`src/rtl/pgpmem_pingpong_sched_pkg.sv`:
```
// Shared geometry, bank-state and FSM encodings for the pgpmem ping-pong scheduler.
package pgpmem_pingpong_sched_pkg;
    localparam int PGPMEM_BANKS      = 2;
    localparam int PGPMEM_DEPTH      = 4096;
    localparam int WEIGHTMEM_CLK_DIV = 2;

    typedef logic [$clog2(PGPMEM_DEPTH/PGPMEM_BANKS)-1:0] PgpHalfAddr;

    typedef enum logic [1:0] {FREE, LOADING, FULL, READING} PgpBankState;
    typedef enum logic       {LD_IDLE, LD_LOAD}             pgp_ld_state_e;
    typedef enum logic [1:0] {RD_IDLE, RD_WAIT, RD_READ}    pgp_rd_state_e;

    // A bank holds a complete tile from the end of its load until its last read.
    function automatic logic bank_holds_tile(PgpBankState s);
        return (s == FULL) || (s == READING);
    endfunction
endpackage

```
`src/rtl/pgpmem_addrgen.sv`:
```
// Bank-local offset generator: steps through [0, limit) by step, repeated passes times.
module pgpmem_addrgen #(
    parameter int OFF_W = 11,
    parameter int LIM_W = 12,
    parameter int CNT_W = 8
) (
    input  logic             clk,
    input  logic             reset,
    input  logic             start,
    input  logic             advance,
    input  logic [LIM_W-1:0] step,
    input  logic [LIM_W-1:0] limit,
    input  logic [CNT_W-1:0] passes,
    output logic [OFF_W-1:0] offset,
    output logic             last
);
    logic [LIM_W-1:0] lim_q;
    logic [CNT_W-1:0] passes_q;
    logic [CNT_W-1:0] pass_cnt;
    logic             wrap;

    assign wrap = (LIM_W'(offset) + step) == lim_q;
    assign last = wrap && (pass_cnt == passes_q - CNT_W'(1));

    always_ff @(posedge clk) begin
        if (reset) begin
            offset   <= '0;
            pass_cnt <= '0;
            lim_q    <= '0;
            passes_q <= '0;
        end else if (start) begin
            offset   <= '0;
            pass_cnt <= '0;
            lim_q    <= limit;
            passes_q <= passes;
        end else if (advance) begin
            if (wrap) begin
                offset   <= '0;
                pass_cnt <= pass_cnt + CNT_W'(1);
            end else begin
                offset <= offset + OFF_W'(step);
            end
        end
    end
endmodule

```
`src/rtl/pgpmem_pingpong_sched.sv`:
```
// Ping-pong scheduler for pgpmem: the loader fills one half while the MXU side
// streams the other half cfg_reuse times.
//   load state | meaning
//   LD_IDLE    | waiting for bank[wbank] FREE and a loader word
//   LD_LOAD    | passing accepted words through to pgpmem
//   read state | meaning
//   RD_IDLE    | no read request pending
//   RD_WAIT    | request latched, waiting for bank[rbank] FULL
//   RD_READ    | one rdreq per cycle until the last pass ends
module pgpmem_pingpong_sched
    import pgpmem_pingpong_sched_pkg::*;
#(
    parameter int DW      = 256,
    parameter int DEPTH   = PGPMEM_DEPTH,
    parameter int CLK_DIV = WEIGHTMEM_CLK_DIV,
    parameter int REUSE_W = 8,
    localparam int AW = $clog2(DEPTH),
    localparam int HW = AW - 1,
    localparam int TW = HW + 1
) (
    input  logic               clk,
    input  logic               reset,
    input  logic [TW-1:0]      cfg_tile_words,
    input  logic [REUSE_W-1:0] cfg_reuse,
    input  logic               ld_valid,
    output logic               ld_ready,
    input  logic [DW-1:0]      ld_data,
    input  logic               rd_start,
    output logic               rd_busy,
    output logic               rd_done,
    output logic               mem_wrreq,
    output logic [AW-1:0]      mem_wraddress,
    output logic [DW-1:0]      mem_d,
    input  logic               mem_ready,
    output logic               mem_rdreq,
    output logic [AW-1:0]      mem_rdaddress,
    output logic [1:0]         bank_full,
    output logic               cfg_err
);
    localparam logic [TW-1:0] HALF_WORDS = TW'(DEPTH / 2);
    localparam logic [TW-1:0] RD_STEP    = TW'(CLK_DIV);
    localparam logic [TW-1:0] WR_STEP    = TW'(1);

    PgpBankState        bank_st    [PGPMEM_BANKS];
    logic [TW-1:0]      bank_words [PGPMEM_BANKS];
    logic               wbank, rbank;
    pgp_ld_state_e      ld_st, ld_nxt;
    pgp_rd_state_e      rd_st, rd_nxt;
    logic               tile_legal, ld_req, ld_go, ld_accept, wr_last;
    logic               rd_go, rd_last;
    logic [HW-1:0]      wr_off, rd_off;
    logic [REUSE_W-1:0] reuse_eff;

    assign tile_legal = (cfg_tile_words != '0) && ((cfg_tile_words % RD_STEP) == '0)
                        && (cfg_tile_words <= HALF_WORDS);
    assign ld_req     = (bank_st[wbank] == FREE) && ld_valid;
    assign ld_accept  = ld_ready && ld_valid;
    assign reuse_eff  = (cfg_reuse == '0) ? REUSE_W'(1) : cfg_reuse;
    assign bank_full  = {bank_holds_tile(bank_st[1]), bank_holds_tile(bank_st[0])};

    always_ff @(posedge clk) begin
        if (reset) ld_st <= LD_IDLE;
        else       ld_st <= ld_nxt;
    end

    always_comb begin
        ld_nxt = ld_st;
        case (ld_st)
            LD_IDLE: if (ld_req && tile_legal) ld_nxt = LD_LOAD;
            LD_LOAD: if (ld_accept && wr_last) ld_nxt = LD_IDLE;
            default: ld_nxt = LD_IDLE;
        endcase
    end

    always_comb begin
        ld_ready = 1'b0;
        ld_go    = 1'b0;
        cfg_err  = 1'b0;
        case (ld_st)
            LD_IDLE: begin
                ld_go   = ld_req && tile_legal;
                cfg_err = ld_req && !tile_legal;
            end
            LD_LOAD: ld_ready = mem_ready;
            default: ;
        endcase
    end

    // Write side is a pure passthrough of the accepted word, zeroed otherwise.
    assign mem_wrreq     = ld_accept;
    assign mem_wraddress = ld_accept ? {wbank, wr_off} : '0;
    assign mem_d         = ld_accept ? ld_data : '0;

    always_ff @(posedge clk) begin
        if (reset) rd_st <= RD_IDLE;
        else       rd_st <= rd_nxt;
    end

    always_comb begin
        rd_nxt = rd_st;
        case (rd_st)
            RD_IDLE: if (rd_start) rd_nxt = RD_WAIT;
            RD_WAIT: if (bank_st[rbank] == FULL) rd_nxt = RD_READ;
            RD_READ: if (rd_last) rd_nxt = RD_IDLE;
            default: rd_nxt = RD_IDLE;
        endcase
    end

    always_comb begin
        rd_busy       = (rd_st != RD_IDLE);
        rd_go         = (rd_st == RD_WAIT) && (bank_st[rbank] == FULL);
        mem_rdreq     = (rd_st == RD_READ);
        rd_done       = (rd_st == RD_READ) && rd_last;
        mem_rdaddress = (rd_st == RD_READ) ? {rbank, rd_off} : '0;
    end

    // Load and read sides never touch the same bank in one cycle: each only
    // moves banks out of the states it owns.
    always_ff @(posedge clk) begin
        if (reset) begin
            for (int b = 0; b < PGPMEM_BANKS; b++) begin
                bank_st[b]    <= FREE;
                bank_words[b] <= '0;
            end
            wbank <= 1'b0;
            rbank <= 1'b0;
        end else begin
            if (ld_go) begin
                bank_st[wbank]    <= LOADING;
                bank_words[wbank] <= cfg_tile_words;
            end
            if (ld_accept && wr_last) begin
                bank_st[wbank] <= FULL;
                wbank          <= ~wbank;
            end
            if (rd_go) bank_st[rbank] <= READING;
            if (rd_done) begin
                bank_st[rbank] <= FREE;
                rbank          <= ~rbank;
            end
        end
    end

    pgpmem_addrgen #(.OFF_W(HW), .LIM_W(TW), .CNT_W(1)) u_wr_gen (
        .clk     (clk),
        .reset   (reset),
        .start   (ld_go),
        .advance (ld_accept),
        .step    (WR_STEP),
        .limit   (cfg_tile_words),
        .passes  (1'b1),
        .offset  (wr_off),
        .last    (wr_last)
    );

    pgpmem_addrgen #(.OFF_W(HW), .LIM_W(TW), .CNT_W(REUSE_W)) u_rd_gen (
        .clk     (clk),
        .reset   (reset),
        .start   (rd_go),
        .advance (mem_rdreq),
        .step    (RD_STEP),
        .limit   (bank_words[rbank]),
        .passes  (reuse_eff),
        .offset  (rd_off),
        .last    (rd_last)
    );

    a_wr_needs_ready: assert property (@(posedge clk) disable iff (reset)
        mem_wrreq |-> mem_ready);
    a_bank_exclusive: assert property (@(posedge clk) disable iff (reset)
        !(mem_wrreq && mem_rdreq && (wbank == rbank)));
    a_tile_multiple: assert property (@(posedge clk) disable iff (reset)
        (ld_st == LD_LOAD) |-> ((bank_words[wbank] % RD_STEP) == '0));
endmodule
```
`config.mk`:
```
export PLATFORM = sky130hd
export DESIGN_NAME = pgpmem_pingpong_sched
export DESIGN_NICKNAME = d
export VERILOG_FILES = /design/src/rtl/pgpmem_pingpong_sched_pkg.sv /design/src/rtl/pgpmem_addrgen.sv /design/src/rtl/pgpmem_pingpong_sched.sv
export SDC_FILE = /design/constraint.sdc
export NUM_CORES = 1
export LEC_CHECK = 0
export BUFFER_PORTS_ARGS = -buffer_cell sky130_fd_sc_hd__buf_4
export CAP_MARGIN = 40
export CORE_AREA = 2 2 223 225
export DETAILED_ROUTE_END_ITERATION = 6
export DIE_AREA = 0 0 225 227
export SYNTH_ARGS = -nofsm -noshare
export SYNTH_HDL_FRONTEND = slang
export SYNTH_SLANG_ARGS = --single-unit
export TNS_END_PERCENT = 10
```
`constraint.sdc`:
```
create_clock -name clk -period 7 [get_ports clk]
set_input_delay 0.7 -clock clk [delete_from_list [all_inputs] [get_ports clk]]
set_output_delay 0.7 -clock clk [all_outputs]
set_load 0.1 [all_outputs]
```
==> metrics <==
status=completed; crit path launch type=flip-flop; Hold Startpoint=u_wr_gen.passes_q$_SDFFE_PP0N_; placed insts=2020; maxcap violations=0; post-synthesis mux area share=3.99%; post-synthesis compound-gate area fraction=10.4%; #FFs+latches synth=98; power per cell area=120 nW/µm²; detailed router's first-iteration violation count=515; Clock Skew=0.0132 ns; count of non-filler cells in the finished layout=2043; Main synth FF type=dfxtp_1; Placer Congestion=0.940; period utilization=55.4%; yosys warns=0; kind of critical path=flip-flop to output port; All-Layer GR Usage=19.2%; placed cell area=11900 µm²; post-synthesis xor/xnor area fraction=4.68%; Reg clk slew, reported paths=0.07 ns; synthesized-area fraction occupied by adder cells=0.706%; initial antenna violation count=36; total die area=51100 µm²; Area Overhead vs Synth=72.6%; clk_lat worst skew=0.36 ns; Synth area leader=and2_1; width of the die=225 µm; synth top area cells=and2_1, dfxtp_1, edfxtp_1; f_max=0.258 GHz; I/O Buffers=567; syn avg cell area=7.92 µm²; deepest clock path buffer count=2; DRT antenna net count=0; Initial Util=14.6%; chip height=227 µm; worst reg2reg startpoint=u_rd_gen.offset[1]$_SDFFE_PP0P_; post-CTS sizing=0; Register Area=2240 µm²; Slew Viols, Final=0; Routed WL=51900 µm; DR vias/cell=4.15; min cycle time layout=3.88 ns; largest net degree at the start of global routing=105; H-tree Lvls=3; Hold-fix buffers, CTS=0; Seq/Total Area, Yosys=31.6%; WHS Endpoint=u_wr_gen.passes_q$_SDFFE_PP0N_; CP required=6.30 ns; asr flop ratio synth=0%; setup bufs post-CTS=0; first-pass GRT wire length=67200 µm; # fillers=5285; Reg2Reg Capture Point=bank_st[1][0]$_DFFE_PP_; leakage=5.68 nW; number of distinct library cells after synthesis=67; area of the multi-input gates=4500 µm²; gr ovfl total=0; post-route cell area=12200 µm²; Syn Inst Count=895; flop-to-flop setup slack=3.73 ns; core region area=48500 µm²; # nets final=1694; worst hold-check path type=flip-flop to flip-flop; Post-synth EDFFs=28; Routed wire per std cell=25.4 µm; DR DRC count=0; RSZ-0062 raised after global routing=no; worst slew pin tran=0.801 ns; Mapped Area=7090 µm²; hold path depth=2; Final Hold Viols=0; Simple-Gate Fraction of Synth Area=43.6%; share of cells above drive strength 1=42.9%; total negative slack=0 ns; Max IR drop VDD=0.000127 V; IO Count=569; Root Driver=clkbuf_16; via count=8487; vias in the first global route=8176; Rel. slew slack=46.4%; Crit. End Element=output port; Min Hold Slack=0.459 ns; largest family of logic cells by synthesized area=simple AND/OR/NAND/NOR gates; clk sinks=98; dpl hpwl=46500 µm; DRT Pass-1 Iters=5; CTS buffer count=9; site row count=81; r2r worst-path depth=8; post-synth top area share=26.5%; crit-path max FO=20; final setup vio count=0; Arr. time, crit path=3.18 ns; CTS tree=built
[stage by stage]
step	power [mW]	setup slack (ns)	utilization, %
after global routing	1.52	2.87	25.2
final	1.47	3.12	25.2
after detailed placement	0.968	3.07	24.5
after floorplan	0.785	2.29	-
after global placement	0.964	3.11	24.4
after CTS	1.48	3.07	25.2
[cells by family (layout without fill, tap and decap cells)]
group                    Yosys count  count (layout)
flip-flops                        98              98
XOR/XNOR                          37              37
adder cells (fa/ha/maj)            4               4
other                              1              10
AND/OR/NAND/NOR                  530             530
multiplexers                      28              28
AO/OA/AOI/OAI                    111             111
buffers and inverters             86             603
[Yosys cell counts (15+ instances only)]
cell type	n
nand3_1	23
xnor2_1	24
nor3_1	15
nor2_1	53
a21oi_1	35
nand4_1	15
clkbuf_1	54
nand2_1	55
o21ai_0	16
and2_1	300
dfxtp_1	70
edfxtp_1	28
mux2i_1	26
a211oi_1	17
[final cells by class]
class	count	share of cell area [%]
multi-input cells	713	36.8
repair buffers	575	35.4
flip-flops and latches	98	18.3
well taps	622	6.36
clock buffers	11	2.16
clock inverters	5	0.429
inverters	12	0.409
diodes	7	0.143
[worst max-delay path, cell delays in order (launching register included)]
cell and delay (ns):
dfxtp_1 0.49, ha_1 0.35, and4_1 0.40, a21oi_1 0.11, nand4b_1 0.27, nor3_4 0.26
nand3_2 0.35, nor3_1 0.26, buf_4 0.33
[power by group]
part | internal, mW | switching, mW
sequential | 0.597 | 0.0101
combinational | 0.147 | 0.197
clock | 0.281 | 0.236
[layer usage]
layer | vias up | routed length (µm) | global-route usage, %
li1 | 4061 | - | -
met1 | 4013 | 21800 | 24.0
met2 | 335 | 23800 | 30.3
met3 | 52 | 5520 | 9.68
met4 | 26 | 587 | 2.80
met5 | - | 163 | 0
[cells in the final DEF, fill, tap and decap left out, types with 8 or more instances in the layout]
cell type  synthesis  final
xnor2_1           24     24
o31ai_1           10     10
nor4_1             9      9
a21oi_1           35     35
mux2i_1           26     26
edfxtp_1          28     28
nand3_1           23     23
xor2_1            12     12
nor2_1            53     52
a211oi_1          17     17
clkbuf_16          0     10
inv_1             12     11
and2_1           300    300
nand4_1           15     15
nor3_1            15     15
buf_4              2    572
dfxtp_1           70     70
nand2b_1           8      8
o21ai_0           16     16
nand2_1           55     55
[state kept, by name, indices dropped and copies added (netlist names), 2 cells and up, named ones only]
name and flops:
u_wr_gen.offset 11, u_rd_gen.offset 10, u_rd_gen.passes_q 8, bank_st 4, u_wr_gen.lim_q 12, u_rd_gen.lim_q 12
rd_st 2, u_rd_gen.pass_cnt 8, bank_words 24
[worst max path at each step]
stage,start,to
after CTS,mem_ready,mem_d[183]
after floorplan,mem_ready,mem_d[246]
final,u_rd_gen.offset[1]$_SDFFE_PP0P_,rd_done
after detailed placement,mem_ready,mem_d[183]
after global routing,u_rd_gen.offset[1]$_SDFFE_PP0P_,rd_done
after global placement,mem_ready,mem_d[191]
No activity file was read; power rests on OpenSTA's default activity.
